`src/rtl/fwd_hazard_unit.sv`:
```
// Forwarding / hazard unit: per-operand EX forwarding selects, load-use and
// multiply-scoreboard stalls. Optional stall counter under FWD_STALL_CNT_EN.

module fwd_src_lane #(
  parameter int REG_BITS = 5
) (
  input  logic [REG_BITS-1:0] ex_src,
  input  logic [REG_BITS-1:0] dec_src,
  input  logic [REG_BITS-1:0] ex_mem_rd,
  input  logic                ex_mem_regwrite,
  input  logic [REG_BITS-1:0] mem_wb_rd,
  input  logic                mem_wb_regwrite,
  input  logic [REG_BITS-1:0] id_ex_rd,
  input  logic                id_ex_memread,
  input  logic                busy,
  input  logic [REG_BITS-1:0] pend_rd,
  output logic [1:0]          sel,
  output logic                lu_hit,
  output logic                mh_hit
);
  // EX/MEM holds the younger result, so it wins over MEM/WB
  always_comb begin
    sel = 2'b00;
    if (ex_mem_regwrite && ex_mem_rd != '0 && ex_mem_rd == ex_src)
      sel = 2'b01;
    else if (mem_wb_regwrite && mem_wb_rd != '0 && mem_wb_rd == ex_src)
      sel = 2'b10;
  end

  assign lu_hit = id_ex_memread && id_ex_rd != '0 && dec_src == id_ex_rd;
  assign mh_hit = busy && pend_rd != '0 && dec_src == pend_rd;
endmodule

module fwd_hazard_unit #(
  parameter int REG_BITS = 5,
  parameter int NUM_SRC  = 2,
  parameter int MUL_LAT  = 4
) (
  input  logic                         clk,
  input  logic                         rst,
  input  logic [NUM_SRC*REG_BITS-1:0]  id_ex_src,
  input  logic [NUM_SRC*REG_BITS-1:0]  if_id_src,
  input  logic                         if_id_mul,
  input  logic [REG_BITS-1:0]          id_ex_rd,
  input  logic                         id_ex_memread,
  input  logic [REG_BITS-1:0]          ex_mem_rd,
  input  logic                         ex_mem_regwrite,
  input  logic [REG_BITS-1:0]          mem_wb_rd,
  input  logic                         mem_wb_regwrite,
  input  logic                         mul_issue,
  input  logic [REG_BITS-1:0]          mul_rd,
  output logic [2*NUM_SRC-1:0]         src_mux,
  output logic                         stall,
  output logic                         flush_id_ex,
  output logic                         mul_busy,
  output logic [15:0]                  stall_cnt
);
  typedef enum logic {IDLE, BUSY} state_t;

  localparam logic [3:0] RELOAD = 4'(MUL_LAT - 1);

  state_t              state, state_nxt;
  logic [3:0]          cnt, cnt_nxt;
  logic [REG_BITS-1:0] pend_rd, pend_nxt;
  logic [NUM_SRC-1:0]  lu_hit, mh_hit;
  logic                lu, mh, sh;

  for (genvar i = 0; i < NUM_SRC; i++) begin : g_lane
    fwd_src_lane #(.REG_BITS(REG_BITS)) u_lane (
      .ex_src          (id_ex_src[i*REG_BITS +: REG_BITS]),
      .dec_src         (if_id_src[i*REG_BITS +: REG_BITS]),
      .ex_mem_rd       (ex_mem_rd),
      .ex_mem_regwrite (ex_mem_regwrite),
      .mem_wb_rd       (mem_wb_rd),
      .mem_wb_regwrite (mem_wb_regwrite),
      .id_ex_rd        (id_ex_rd),
      .id_ex_memread   (id_ex_memread),
      .busy            (state == BUSY),
      .pend_rd         (pend_rd),
      .sel             (src_mux[2*i +: 2]),
      .lu_hit          (lu_hit[i]),
      .mh_hit          (mh_hit[i])
    );
  end

  always_ff @(posedge clk or posedge rst) begin
    if (rst) begin
      state   <= IDLE;
      cnt     <= '0;
      pend_rd <= '0;
    end else begin
      state   <= state_nxt;
      cnt     <= cnt_nxt;
      pend_rd <= pend_nxt;
    end
  end

  // A mul_issue while BUSY with cnt > 1 is a protocol violation and is ignored
  always_comb begin
    state_nxt = state;
    cnt_nxt   = cnt;
    pend_nxt  = pend_rd;
    case (state)
      IDLE: if (mul_issue) begin
        state_nxt = BUSY;
        cnt_nxt   = RELOAD;
        pend_nxt  = mul_rd;
      end
      BUSY: begin
        if (cnt == 4'd1) begin
          if (mul_issue) begin
            cnt_nxt  = RELOAD;
            pend_nxt = mul_rd;
          end else begin
            state_nxt = IDLE;
            cnt_nxt   = '0;
          end
        end else begin
          cnt_nxt = cnt - 4'd1;
        end
      end
      default: state_nxt = IDLE;
    endcase
  end

  always_comb begin
    mul_busy    = (state == BUSY);
    lu          = |lu_hit;
    mh          = |mh_hit;
    sh          = (state == BUSY) && (cnt > 4'd1) && if_id_mul;
    stall       = lu | mh | sh;
    flush_id_ex = stall;
  end

`ifdef FWD_STALL_CNT_EN
  logic [15:0] stall_cnt_q;
  always_ff @(posedge clk or posedge rst) begin
    if (rst)
      stall_cnt_q <= '0;
    else if (stall && stall_cnt_q != 16'hFFFF)
      stall_cnt_q <= stall_cnt_q + 16'd1;
  end
  assign stall_cnt = stall_cnt_q;
`else
  assign stall_cnt = 16'h0000;
`endif
endmodule

```
`config.mk`:
```
export PLATFORM = sky130hd
export DESIGN_NAME = fwd_hazard_unit
export DESIGN_NICKNAME = d
export VERILOG_FILES = /design/src/rtl/fwd_hazard_unit.sv
export SDC_FILE = /design/constraint.sdc
export NUM_CORES = 1
export LEC_CHECK = 0
export ABC_AREA = 1
export BUFFER_PORTS_ARGS = -buffer_cell sky130_fd_sc_hd__clkbuf_2
export CORE_MARGIN = 2
export CORE_UTILIZATION = 40
export CTS_BUF_LIST = sky130_fd_sc_hd__clkbuf_8
export DETAILED_ROUTE_END_ITERATION = 7
export PLACE_DENSITY = 0.73
export SLEW_MARGIN = 10
export SYNTH_ARGS = -nofsm -noshare
export SYNTH_HDL_FRONTEND = slang
export SYNTH_SLANG_ARGS = --single-unit
export TNS_END_PERCENT = 100
```
`constraint.sdc`:
```
create_clock -name clk -period 1.6 [get_ports clk]
set_input_delay 0.32 -clock clk [delete_from_list [all_inputs] [get_ports clk]]
set_output_delay 0.32 -clock clk [all_outputs]
set_load 0.03 [all_outputs]
```
==> impl.org, run 1 <==
** Critical path
- STA puts the critical path data required time at 1.28 ns.
- Reg-to-reg setup timing slack :: ~0.25 ns
- The worst register-to-register path begins at cnt[0]$_DFFE_PP0P_.
- The worst register-to-register path ends at cnt[1]$_DFFE_PP0P_.
- Path depth of the worst reg2reg path :: 6
- STA classifies the critical path startpoint as a register.
- Kind of critical path :: reg2out
- Timing endpoint of the critical path :: stall
- Maximum net fanout on the critical path :: 3
- STA classifies the critical path endpoint as an output port.
- Critical path launch point :: cnt[0]$_DFFE_PP0P_
- WP data arrival :: ~1.4 ns

** Logic synthesis
- For this run, the number of Yosys warnings is 0.
- Main combinational cell family by area after synthesis :: simple AND/OR/NAND/NOR gates
- Yosys mapped the design onto 26 distinct sky130hd cell types.
- Avg Synthesized Cell Area :: approximately 6.5 sq um
- Top FF cell, synth :: dfrtp_1
- Post-synthesis sequential area ratio :: between 10% and 20%
- Mapped Cells :: 196
- After Yosys synthesis, and, or, nand and nor cells account for about 32% of the synthesized area.
- Counting flops with a built-in enable in the synthesized netlist gives 0.
- Of the total synthesized cell area, the portion taken by full adders, half adders and majority gates is 1.96%.
- Summing every instance area after synthesis gives about 1300 sq um.
- Async set-or-reset flop fraction in the synthesized netlist :: 100%
- Synth Area in XOR/XNOR :: 18.5%
- Area fraction in compound gates after synthesis :: 8.15%
- In this run, synthesis produced a sequential element count of 10.
- Multiplexer area fraction after synthesis :: 0%

** Die
- For this configuration, the core starts out at a cell density of 41.8%.
- Pin placement for this block handled 70 I/O pins.
- After floorplanning, the core was divided into 20 placement rows.
- Die footprint :: 3650 sq um
- Vert. Die Dim :: 60.5 um
- Core region area :: 3050 sq um
- From left edge to right edge, the die measures 60.5 um.

** Cells and area
- Final instance count without filler cells :: 303
- Leaving out fill and tap cells, the most frequent cells in the layout are clkbuf_2, nand2_1, inv_1, nor2_1, xnor2_1.
- Cells with a size suffix above 1 make up between 30% and 40% of the layout.
- Number of nets in the layout :: 309
- With fillers left out, the area of the finished cells amounts to 1700 sq um.
- From synthesis to final layout, the design area changed by 33.3%.
- Fillers :: approximately 310
- The library cell used most frequently in the layout, excluding fill and tap cells, is clkbuf_2.
- Antenna Diode Count :: 0

** STA
- The number of hold violations in the final report is 0.
- Unrepaired setup endpoints after global routing :: yes
- The final count of pins violating max slew is 0.
- Min Hold Slack :: roughly 0.047 ns
- Between clock sinks in the finished design, the worst skew comes to 0.000340 ns.
- Aggregate negative setup slack :: -0.197 ns
- Post-route fraction of the period consumed by the critical path :: 106%
- Setup WS post-layout :: -0.0986 ns
- Subtracting the final worst setup slack from the clock period gives ~1.7 ns.
- Derived from the worst setup path, the maximum achievable clock frequency is 0.589 GHz.
- Number of setup violations in the final report :: 2

** Routing
- DRC errors left :: 0
- Number of nets with antenna violations after routing :: 0
- Routed wire length :: 2960 um
- The first detailed-routing pass ran for 4 iterations.
- Via count :: 1,299
- Drt via density :: between 4 and 5
- Wire per inst :: 9.78 um
- Initial DRC count :: 38

** Clocking
- TritonCTS created 3 clock buffers.
- Clock Pin Slew Worst Setup and Hold Paths :: roughly 0.050 ns
- CTS built an H-tree with a depth of 1.
- Library cell used as clock root buffer :: clkbuf_8
- TritonCTS built the clock tree.
- In this run the deepest clock path goes through 2 buffers.
- Clock tree synthesis found a total of 10 sinks.
- Clock insertion delay at the later pin of the skew report :: around 0.23 ns

** Power
- Total power per unit cell area :: between 1000 and 1500 nW/um^2
- The completed layout was analyzed and its total power is between 2 and 2.5 mW.
- Leakage :: 0.954 nW
- IR drop worst, VDD :: a little over 0.0009 V

** Placement
- Summed over all nets, the half-perimeter wirelength after detailed placement is approximately 2400 um.
- Cell area reported after detailed placement :: 1530 sq um
- Final RePlAce weighted congestion :: 0.800
- In this run, placement finished with an instance count of 290.
- During placement, the flow inserted port buffers numbering 53.

** Outcome
- Violations in the final reports :: setup timing
- Status :: finished, violations left

** Global routing
- Global-route wire length before repair :: 4550 um
- Summed over all layers, the global routing overflow is 0.
- Initial antenna violation count :: 0
- Vias in the first global route :: 1,154
- Maximum number of pins on one net before global-route repair :: 13
- GRT Resource Usage Total :: 16.3%

** Job
- Max-cap violations in this run came to 0.

** Hold path
- Worst hold-check path type :: in2async
Yosys cell counts (4+ instances only):
| library cell | count | share of area [%] |
|---|---|---|
| nor2_1 | 19 | 5.6 |
| dfrtp_1 | 10 | 20 |
| nor2_2 | 4 | 2.0 |
| nand4_1 | 4 | 2.0 |
| buf_4 | 17 | 10 |
| inv_1 | 27 | 7.9 |
| nand3_1 | 9 | 3.5 |
| a21oi_2 | 5 | 3.4 |
| xnor2_1 | 18 | 12 |
| nand2_1 | 52 | 15 |
| xor2_1 | 9 | 6.2 |
power breakdown:
part	total, mW	switching (mW)	internal (mW)	leakage, nW
Combinational	1.29	0.706	0.582	0.815
Clock	0.314	0.0979	0.216	0.0288
Sequential	0.492	0.118	0.375	0.110
critical path: stages, from the launching register on:
cell and delay (ns):
dfrtp_1 0.41, ha_2 0.20, nand2_2 0.08, nand2_4 0.06, inv_4 0.07, nand3_2 0.07
nand3_2 0.12, buf_8 0.13
state kept, by name (all words and copies together) (netlist names):
signal	cells
pend_rd	5
cnt	4
mul_busy	1
kinds of logic after synthesis:
kind of cell	Yosys count
and+or+nand+nor	95
buffers and inverters	46
xor gates and xnor gates	27
AOI/OAI and AO/OA	15
DFF	10
adders and majority gates	2
other	1
how the worst min path moves through the flow:
stage | cells past startpoint | slack, ns | startpoint | to
2_1_floorplan | 1 | 0.16 | rst | cnt[0]$_DFFE_PP0P_
3_3_place_gp | 2 | 0.31 | rst | pend_rd[0]$_DFFE_PP0P_
3_5_place_dp | 2 | 0.31 | rst | cnt[2]$_DFFE_PP0P_
4_1_cts | 2 | 0.06 | rst | pend_rd[1]$_DFFE_PP0P_
5_1_grt | 2 | 0.09 | rst | pend_rd[1]$_DFFE_PP0P_
6_report | 2 | 0.05 | rst | pend_rd[0]$_DFFE_PP0P_
cell type report:
cell class | instances | area, sq um | area share [%]
multi-input combinational | 155 | 876 | 51.5
timing repair buffer | 62 | 355 | 20.9
sequential | 10 | 250 | 14.7
inverter | 28 | 108 | 6.33
clock buffer | 4 | 55.1 | 3.24
tap | 44 | 55.1 | 3.24
per-layer routing:
metal	vias up	GRT usage [%]	routed length, um
met5	-	0	0
met4	0	1.86	21
met3	2	2.99	209
met2	54	30.9	1430
met1	547	19.8	1310
li1	696	-	-
timing repair:
action	4_1_cts	5_1_grt
setup buffers	4	5
pin swaps	5	9
hold buffers	0	0
endpoints found under the setup margin	2	4
gates resized for setup	14	11
per-stage QoR:
step                      util (%)  setup slack [ns]
after floorplan                  -           -0.0141
after global placement        50.0            0.0378
final                         55.7           -0.0986
after global routing          55.7            -0.213
after CTS                     53.7           -0.0853
after detailed placement      50.0            0.0126
Power figures use the tool's default switching activity.
==> run 2: changes to the inputs <==
--- a/config.mk
+++ b/config.mk
@@ -7,11 +7,14 @@
 export LEC_CHECK = 0
 export ABC_AREA = 1
 export BUFFER_PORTS_ARGS = -buffer_cell sky130_fd_sc_hd__clkbuf_2
+export CELL_PAD_IN_SITES_DETAIL_PLACEMENT = 1
+export CELL_PAD_IN_SITES_GLOBAL_PLACEMENT = 2
 export CORE_MARGIN = 2
-export CORE_UTILIZATION = 40
+export CORE_UTILIZATION = 22
 export CTS_BUF_LIST = sky130_fd_sc_hd__clkbuf_8
+export CTS_CLUSTER_DIAMETER = 60
 export DETAILED_ROUTE_END_ITERATION = 7
-export PLACE_DENSITY = 0.73
+export PLACE_DENSITY_LB_ADDON = 0.1
 export SLEW_MARGIN = 10
 export SYNTH_ARGS = -nofsm -noshare
 export SYNTH_HDL_FRONTEND = slang
==> run 2 against run 1 <==
The flow still finishes with violations (setup timing). Worst hold slack better by 0.0040 ns. Die area up 76%. Count of clock-buffer cells in the layout unchanged. Combinational power down 4%. Clock skew about the same. Global-route usage down 4.1 points. Critical path type unchanged. Critical endpoint unchanged. Largest cell class unchanged. Highest routed layer is now met3.
==> impl.org, run 2 (synthesis results as in run 1) <==
** Routing
- Number of nets with antenna violations after routing :: 0 (unchanged)
- Initial DRC count :: 21 (-45%)
- The routed wire length is 3700 um (+25%).
- The via-per-instance ratio is 3.92 (-8.6%).
- DRC errors left :: 0 (unchanged)
- Wire per inst :: 11.3 um (+16%)
- The number of search-and-repair iterations in the first detailed-routing pass is 4 (unchanged).
- Via count :: 1,282 (-1.3%)

** Global routing
- The wire length of the first global-routing pass was 6170 um (+35%).
- The pin count of the biggest net entering global routing was 13 (unchanged).
- GRT Residual Overflow :: 0 (unchanged)
- GRT Resource Usage Total :: 12.2% (-4.1 points)
- Vias in the first global route :: 1,339 (+16%)
- The initial antenna violation count is 0 (unchanged).

** Clocking
- The clock network latency to the later pin of the worst-skew pair was 0.24 ns (about the same).
- Clock Pin Slew Worst Setup and Hold Paths :: 0.05 ns (about the same)
- TritonCTS built the clock tree.
- Post-CTS Hold Buffers :: 0 (unchanged)
- The number of buffers between clock root and the deepest sink came to 2 (unchanged).
- The total clock buffers created by CTS came to 3 (unchanged).
- Library cell used as clock root buffer :: clkbuf_8
- The depth of the CTS H-tree came to 1 (unchanged).
- The clock sink count is 10 (unchanged).

** Placement
- The total half-perimeter wirelength after legalization and detailed placement is 3210 um (+34%).
- Number of buffers inserted by port buffering :: 53 (unchanged)
- The total placed cells including tap cells is 320 (+10%).
- The routability congestion estimate came to 0.756 (-5.5%).

** Outcome
- The checks that failed: setup timing.
- The run finished, with violations left.

** STA
- The worst clock skew came to 0.000784 ns (+0.000444 ns).
- The final count of pins violating max slew came to 0 (unchanged).
- Fmax achieved :: 0.584 GHz (-0.83%)
- Unrepaired setup endpoints after global routing :: yes
- Number of setup violations in the final report :: 2 (unchanged)
- The worst path setup slack after routing came to -0.113 ns (-0.0142 ns).
- Post-route fraction of the period consumed by the critical path :: 107% (+0.89 points)
- The number of hold violations in the final report was 0 (unchanged).
- Post-layout min period :: 1.71 ns (+0.0142 ns)

** Cells and area
- The ratio of cells with drive above 1 in the final layout is 37.3% (+0.19 points).
- More flip-flops sit in one register than any other, and that register is pend_rd.
- Leaving out fill and tap cells, the most frequent cells in the layout are nand2_1, clkbuf_2, inv_1, nor2_1, conb_1.
- The flip-flop count of the largest register after layout was 5 (unchanged).
- Final instance count without filler cells :: 327 (+7.9%)
- The final core utilization came to 31.3% (-24 points).
- Fillers :: 756 (+140%)
- Number of nets in the layout :: 305 (-1.3%)
- From synthesis to final layout, the design area changed by 35.8%.
- Antenna Diode Count :: 0 (unchanged)

** Die
- I/O pin cnt :: 70 (unchanged)
- The die outline area is 6420 sq um (+76%).
- The placeable core region was 5540 sq um (+81%).
- The horizontal die dimension was 80.1 um (+33%).
- Core Rows :: 27 (+35%)
- Starting density of the core :: 23.0% (-19 points)
- Vert. Die Dim :: 80.1 um (+33%)

** Job
- Total of max-cap violations :: 0 (unchanged)

** Critical path
- The endpoint required time on the critical path came to 1.28 ns (about the same).
- Maximum net fanout on the critical path :: 4 (+1)
- Capturing element type of the critical path :: output port
- The signal on the critical path passes through inv_2, nand2_2, nand2_2, nor2_2, nand3_1, nand2_1, nand2_2, nand3_4, buf_8.
- Crit-path max cell delay :: 0.40 ns (about the same)
- Kind of critical path :: reg2out
- Cell repeated most along the worst path :: nand2_2
- The worst setup path is launched from a register.
- The slowest stage of the critical path is the dfrtp_1 cell.
- WP data arrival :: 1.39 ns (about the same)

** Power
- The worst voltage drop across the vdd grid was 0.00112 V (+24%).
- The power density over the cells is 1190 nW/um^2 (-3.8%).
- Leakage :: 0.951 nW (-0.31%)

** Hold path
- The worst hold path belongs to the class in2async.
==> run 2: final timing paths <==
| check | start | endpoint | slack [ns] | cells past startpoint |
|---|---|---|---|---|
| max reg2reg | cnt[0]$_DFFE_PP0P_ | cnt[1]$_DFFE_PP0P_ | 0.25 | 6 |
| min reg2reg | cnt[3]$_DFFE_PP0P_ | cnt[3]$_DFFE_PP0P_ | 0.57 | 2 |
| max | pend_rd[4]$_DFFE_PP0P_ | stall | -0.11 | 9 |
| max in group asynchronous | rst | cnt[3]$_DFFE_PP0P_ | 1.26 | 2 |
| min | rst | pend_rd[1]$_DFFE_PP0P_ | 0.05 | 2 |
| min in group clk | mul_rd[4] | pend_rd[4]$_DFFE_PP0P_ | 0.32 | 3 |
==> run 2: timing repair <==
item | in CTS | in global routing
setup endpoints to repair | 2 | 4
buffers inserted | 1 | 2
gates resized for setup | 11 | 18
hold endpoints to repair | 0 | 0
cloned | 0 | 0
pin swaps | 3 | 11
==> run 2: report_power, final <==
| group | leakage [nW] | internal (mW) | total [mW] | switching, mW |
|---|---|---|---|---|
| combinational | 0.812 | 0.544 | 1.24 | 0.698 |
| sequential | 0.110 | 0.375 | 0.487 | 0.112 |
| clock | 0.0288 | 0.217 | 0.326 | 0.108 |
| total | 0.951 | 1.14 | 2.05 | 0.919 |
==> run 2: final cells by class <==
| class | count | area, sq um | area share (%) |
|---|---|---|---|
| repair buffers | 58 | 325 | 18.8 |
| well taps | 72 | 90.1 | 5.20 |
| inverters | 28 | 105 | 6.07 |
| multi-input cells | 155 | 906 | 52.3 |
| clock buffers | 4 | 55.1 | 3.18 |
| flip-flops and latches | 10 | 250 | 14.5 |
==> run 2: routing by layer <==
layer	up-vias	GRT usage (%)	part of all wire, %
met5	-	0	0
met4	0	1.02	0
met3	0	3.03	5.2
met2	33	19.1	45
met1	560	17.6	50
li1	689	-	-
==> run 2: critical path, delay by kind of cell (launching register included) <==
family        cells  cell delay (ns)
simple gates      7             0.56
flops             1             0.40
buf+inv           2             0.20
==> run 2: per-stage QoR <==
step                setup slack, ns  instance area [sq um]  TNS, ns  power [mW]  hold WS, ns
floorplan                   -0.0141                   1350  -0.0141        1.30        0.160
detailed placement           0.0109                   1580        0        1.56        0.322
global route                 -0.212                   1730   -0.512        2.27       0.0887
finish                       -0.113                   1730   -0.225        2.05       0.0513
global placement            -0.0403                   1580  -0.0801        1.56        0.318
CTS                          -0.148                   1660   -0.296        1.98       0.0663
==> run 3: changes to the inputs <==
--- a/config.mk
+++ b/config.mk
@@ -6,15 +6,18 @@
 export NUM_CORES = 1
 export LEC_CHECK = 0
 export ABC_AREA = 1
+export ABC_CLOCK_PERIOD_IN_PS = 1600
 export BUFFER_PORTS_ARGS = -buffer_cell sky130_fd_sc_hd__clkbuf_2
 export CELL_PAD_IN_SITES_DETAIL_PLACEMENT = 1
 export CELL_PAD_IN_SITES_GLOBAL_PLACEMENT = 2
+export CORE_ASPECT_RATIO = 1.1
 export CORE_MARGIN = 2
 export CORE_UTILIZATION = 22
 export CTS_BUF_LIST = sky130_fd_sc_hd__clkbuf_8
 export CTS_CLUSTER_DIAMETER = 60
 export DETAILED_ROUTE_END_ITERATION = 7
 export PLACE_DENSITY_LB_ADDON = 0.1
+export RECOVER_POWER = 100
 export SLEW_MARGIN = 10
 export SYNTH_ARGS = -nofsm -noshare
 export SYNTH_HDL_FRONTEND = slang
==> run 3 against run 2 <==
The run still ends with setup timing left. First-iteration DRC count is 9.5% lower. Sequential share of layout area is 0.16 points lower. Routed wire length is 1.4% higher. Power is 4.4% higher. Worst hold slack worse by 0.022 ns. Die area hardly changed. Final cell count is 4.3% higher. Global-route usage is 0.12 points higher. Design area is 1.6% higher. Count of clock-buffer cells in the layout stayed put. Sequential power is 0.8% lower. Setup slack better by 0.022 ns.
==> impl.org, run 3 (synthesis results as in run 1) <==
** Outcome
- Status :: finished, violations left
- Violations in the final reports :: setup timing

** Clocking
- Clock insertion delay at the later pin of the skew report :: 0.24 ns (about the same)
- CTS placed an instance of clkbuf_8 at the clock tree root.
- Maximum root-to-sink buffer count :: 2 (unchanged)
- H-tree depth :: 1 (unchanged)
- TritonCTS built the clock tree.
- Num CTS Buffers :: 3 (unchanged)
- The clock sink count was 10 (unchanged).
- The clock transition time at the flip-flop clock pins of the worst setup and hold paths is 0.05 ns (about the same).

** Global routing
- The number of global-route vias before repair came to 1,393 (+4.0%).
- The total routing usage reported by global routing came to 12.3% (+0.12 points).
- The global route total overflow was 0 (unchanged).
- Maximum number of pins on one net before global-route repair :: 13 (unchanged)
- The initial antenna violation count is 0 (unchanged).
- The wire length of the first global-routing pass is 6450 um (+4.6%).

** STA
- The number of hold violations in the final report was 0 (unchanged).
- Fmax achieved :: 0.592 GHz (+1.3%)
- The worst path setup slack after routing came to -0.0906 ns (+0.0223 ns).
- Post-layout min period :: 1.69 ns (-0.0223 ns)
- The final count of pins violating max slew is 0 (unchanged).
- Number of setup violations in the final report :: 2 (unchanged)
- Min Hold Slack :: 0.0295 ns (-0.0218 ns)
- Aggregate negative setup slack :: -0.180 ns (+0.0448 ns)
- Post-route fraction of the period consumed by the critical path :: 106% (-1.4 points)
- Worst clock skew on the final layout :: 0.00172 ns (+0.000933 ns)
- Unrepaired setup endpoints after global routing :: yes

** Cells and area
- Signed area change from the synthesized netlist to the final layout :: 38.0%
- The sequential cell area came to 251 sq um (+0.50%).
- The library cell used most frequently in the layout, excluding fill and tap cells, is nand2_1.
- The filler cell count was 762 (+0.79%).
- Antenna Diode Count :: 0 (unchanged)
- Area used by multi-input combinational logic :: 856 sq um (-5.5%)
- The flip-flop count of the largest register after layout came to 5 (unchanged).
- Utilization of the core after routing :: 30.9% (-0.37 points)
- In the layout the commonest cells are nand2_1, clkbuf_2, inv_1, nor2_1, xnor2_1.
- The number of nets in the layout was 314 (+3.0%).
- The ratio of cells with drive above 1 in the final layout was 35.6% (-1.6 points).
- The total non-filler cell area in the finished layout was 1760 sq um (+1.6%).
- More flip-flops sit in one register than any other, and that register is pend_rd.
- Final instance count without filler cells :: 341 (+4.3%)

** Routing
- DRT Pass-1 Iters :: 4 (unchanged)
- The via total after detailed routing was 1,320 (+3.0%).
- Drt via density :: 3.87 (-1.3%)
- The DRC violation total after the first TritonRoute iteration came to 19 (-9.5%).
- Routed wire length :: 3750 um (+1.4%)
- The number of nets still failing antenna checks after routing was 0 (unchanged).
- DRC errors left :: 0 (unchanged)
- The average wire length per cell after detail routing is 11.0 um (-2.8%).

** Die
- The number of placement rows is 29 (+7.4%).
- Vert. Die Dim :: 83.8 um (+4.6%)
- The placeable core region came to 5700 sq um (+2.8%).
- The die outline area is 6420 sq um (about the same).
- I/O pin cnt :: 70 (unchanged)
- The initial core utilization was 22.4% (-0.63 points).
- Die X-Extent :: 76.6 um (-4.4%)

** Critical path
- Kind of critical path :: reg2out
- STA classifies the critical path endpoint as an output port.
- The combined buffer and inverter count along the critical path was 2 (unchanged).
- WP data arrival :: 1.37 ns (-0.02 ns)
- On the critical path, the stage with the largest delay is an instance of dfrtp_1.
- STA classifies the critical path startpoint as a register.
- Maximum net fanout on the critical path :: 3 (-1)
- CP top delay family :: flip-flops
- Counting stages on the worst path, the most repeated cell is nand3_2.
- The critical path goes through ha_1, nand2_1, nand2_4, inv_2, nand3_2, nand3_2, buf_8.
- The largest incremental delay on the critical path is 0.39 ns (about the same).
- The endpoint required time on the critical path is 1.28 ns (about the same).

** Power
- Final Total Pwr :: 2.14 mW (+4.4%)
- IR drop worst, VDD :: 0.000704 V (-37%)
- Relative contribution of combinational cells to total power :: 62.6% (+2.1 points)
- The share of total power in sequential cells was 22.5% (-1.2 points).
- The net switching power is 0.919 mW (about the same).
- Portion of total power attributed to the clock network :: 14.9% (-0.9 points)
- The leakage power is 0.970 nW (+2.1%).
- The switching part of the total power came to 42.9% (-1.9 points).
- The power density over the cells was 1220 nW/um^2 (+2.7%).
- The internal power is 1.23 mW (+7.9%).

** Placement
- Setup Slack @ Placement :: 0.0411 ns (+0.0302 ns)
- The cell area reported after detailed placement is 1580 sq um (about the same).
- Cell total after placement :: 324 (+1.3%)
- Final RePlAce weighted congestion :: 0.746 (-1.4%)
- Dpl hpwl :: 3230 um (+0.62%)
- Number of buffers inserted by port buffering :: 53 (unchanged)

** Hold path
- The path class of the tightest hold or removal check is in2async.

** Job
- The count of max-cap constraint violations came to 0 (unchanged).
-- run 3: area by class of cell --
cell class,count,share of cell area [%]
multi-input cells,155,48.6
inverters,28,5.97
well taps,77,5.48
flip-flops and latches,10,14.3
clock buffers,4,3.13
repair buffers,67,22.5
-- run 3: repair_timing --
| action | CTS | global route |
|---|---|---|
| pin swaps | 5 | 6 |
| setup buffers | 13 | 1 |
| setup endpoints to repair | 2 | 5 |
| resized for setup | 13 | 15 |
| hold buffers | 0 | 0 |
-- run 3: worst register-to-register path: stages (launching register included) --
cell	delay [ns]
dfrtp_2	0.39
inv_2	0.06
buf_6	0.11
buf_4	0.12
buf_4	0.12
buf_4	0.12
buf_4	0.12
buf_4	0.12
buf_4	0.13
a21oi_2	0.12
-- run 3: final timing paths --
kind                                          end              startpoint  cells past startpoint  slack [ns]
min in group clk           pend_rd[2]$_DFFE_PP0P_               mul_rd[2]                      3        0.32
hold reg to reg                cnt[3]$_DFFE_PP0P_      cnt[3]$_DFFE_PP0P_                      2        0.56
setup reg to reg           pend_rd[4]$_DFFE_PP0P_  pend_rd[4]$_DFFE_PP0P_                      9        0.13
setup / recovery                      flush_id_ex      cnt[0]$_DFFE_PP0P_                      7       -0.09
hold / removal                 cnt[0]$_DFFE_PP0P_                     rst                      2        0.03
max in group asynchronous  pend_rd[4]$_DFFE_PP0P_                     rst                      2        1.27
-- run 3: metal layers --
metal / part of all wire, % / vias to the layer above / GRT usage [%]
met1: 45 / 586 / 15.5
met4: 1.3 / 0 / 3.97
li1: - / 703 / -
met2: 51 / 27 / 21.4
met5: 0 / - / 0
met3: 2.9 / 4 / 2.06
-- run 3: power by group through the flow --
stage	Combinational [mW]	Clock [mW]	Sequential, mW
floorplan	0.829	0	0.473
global route	1.50	0.340	0.511
global placement	1.07	0	0.485
finish	1.34	0.319	0.483
CTS	1.34	0.334	0.491
detailed placement	1.07	0	0.486
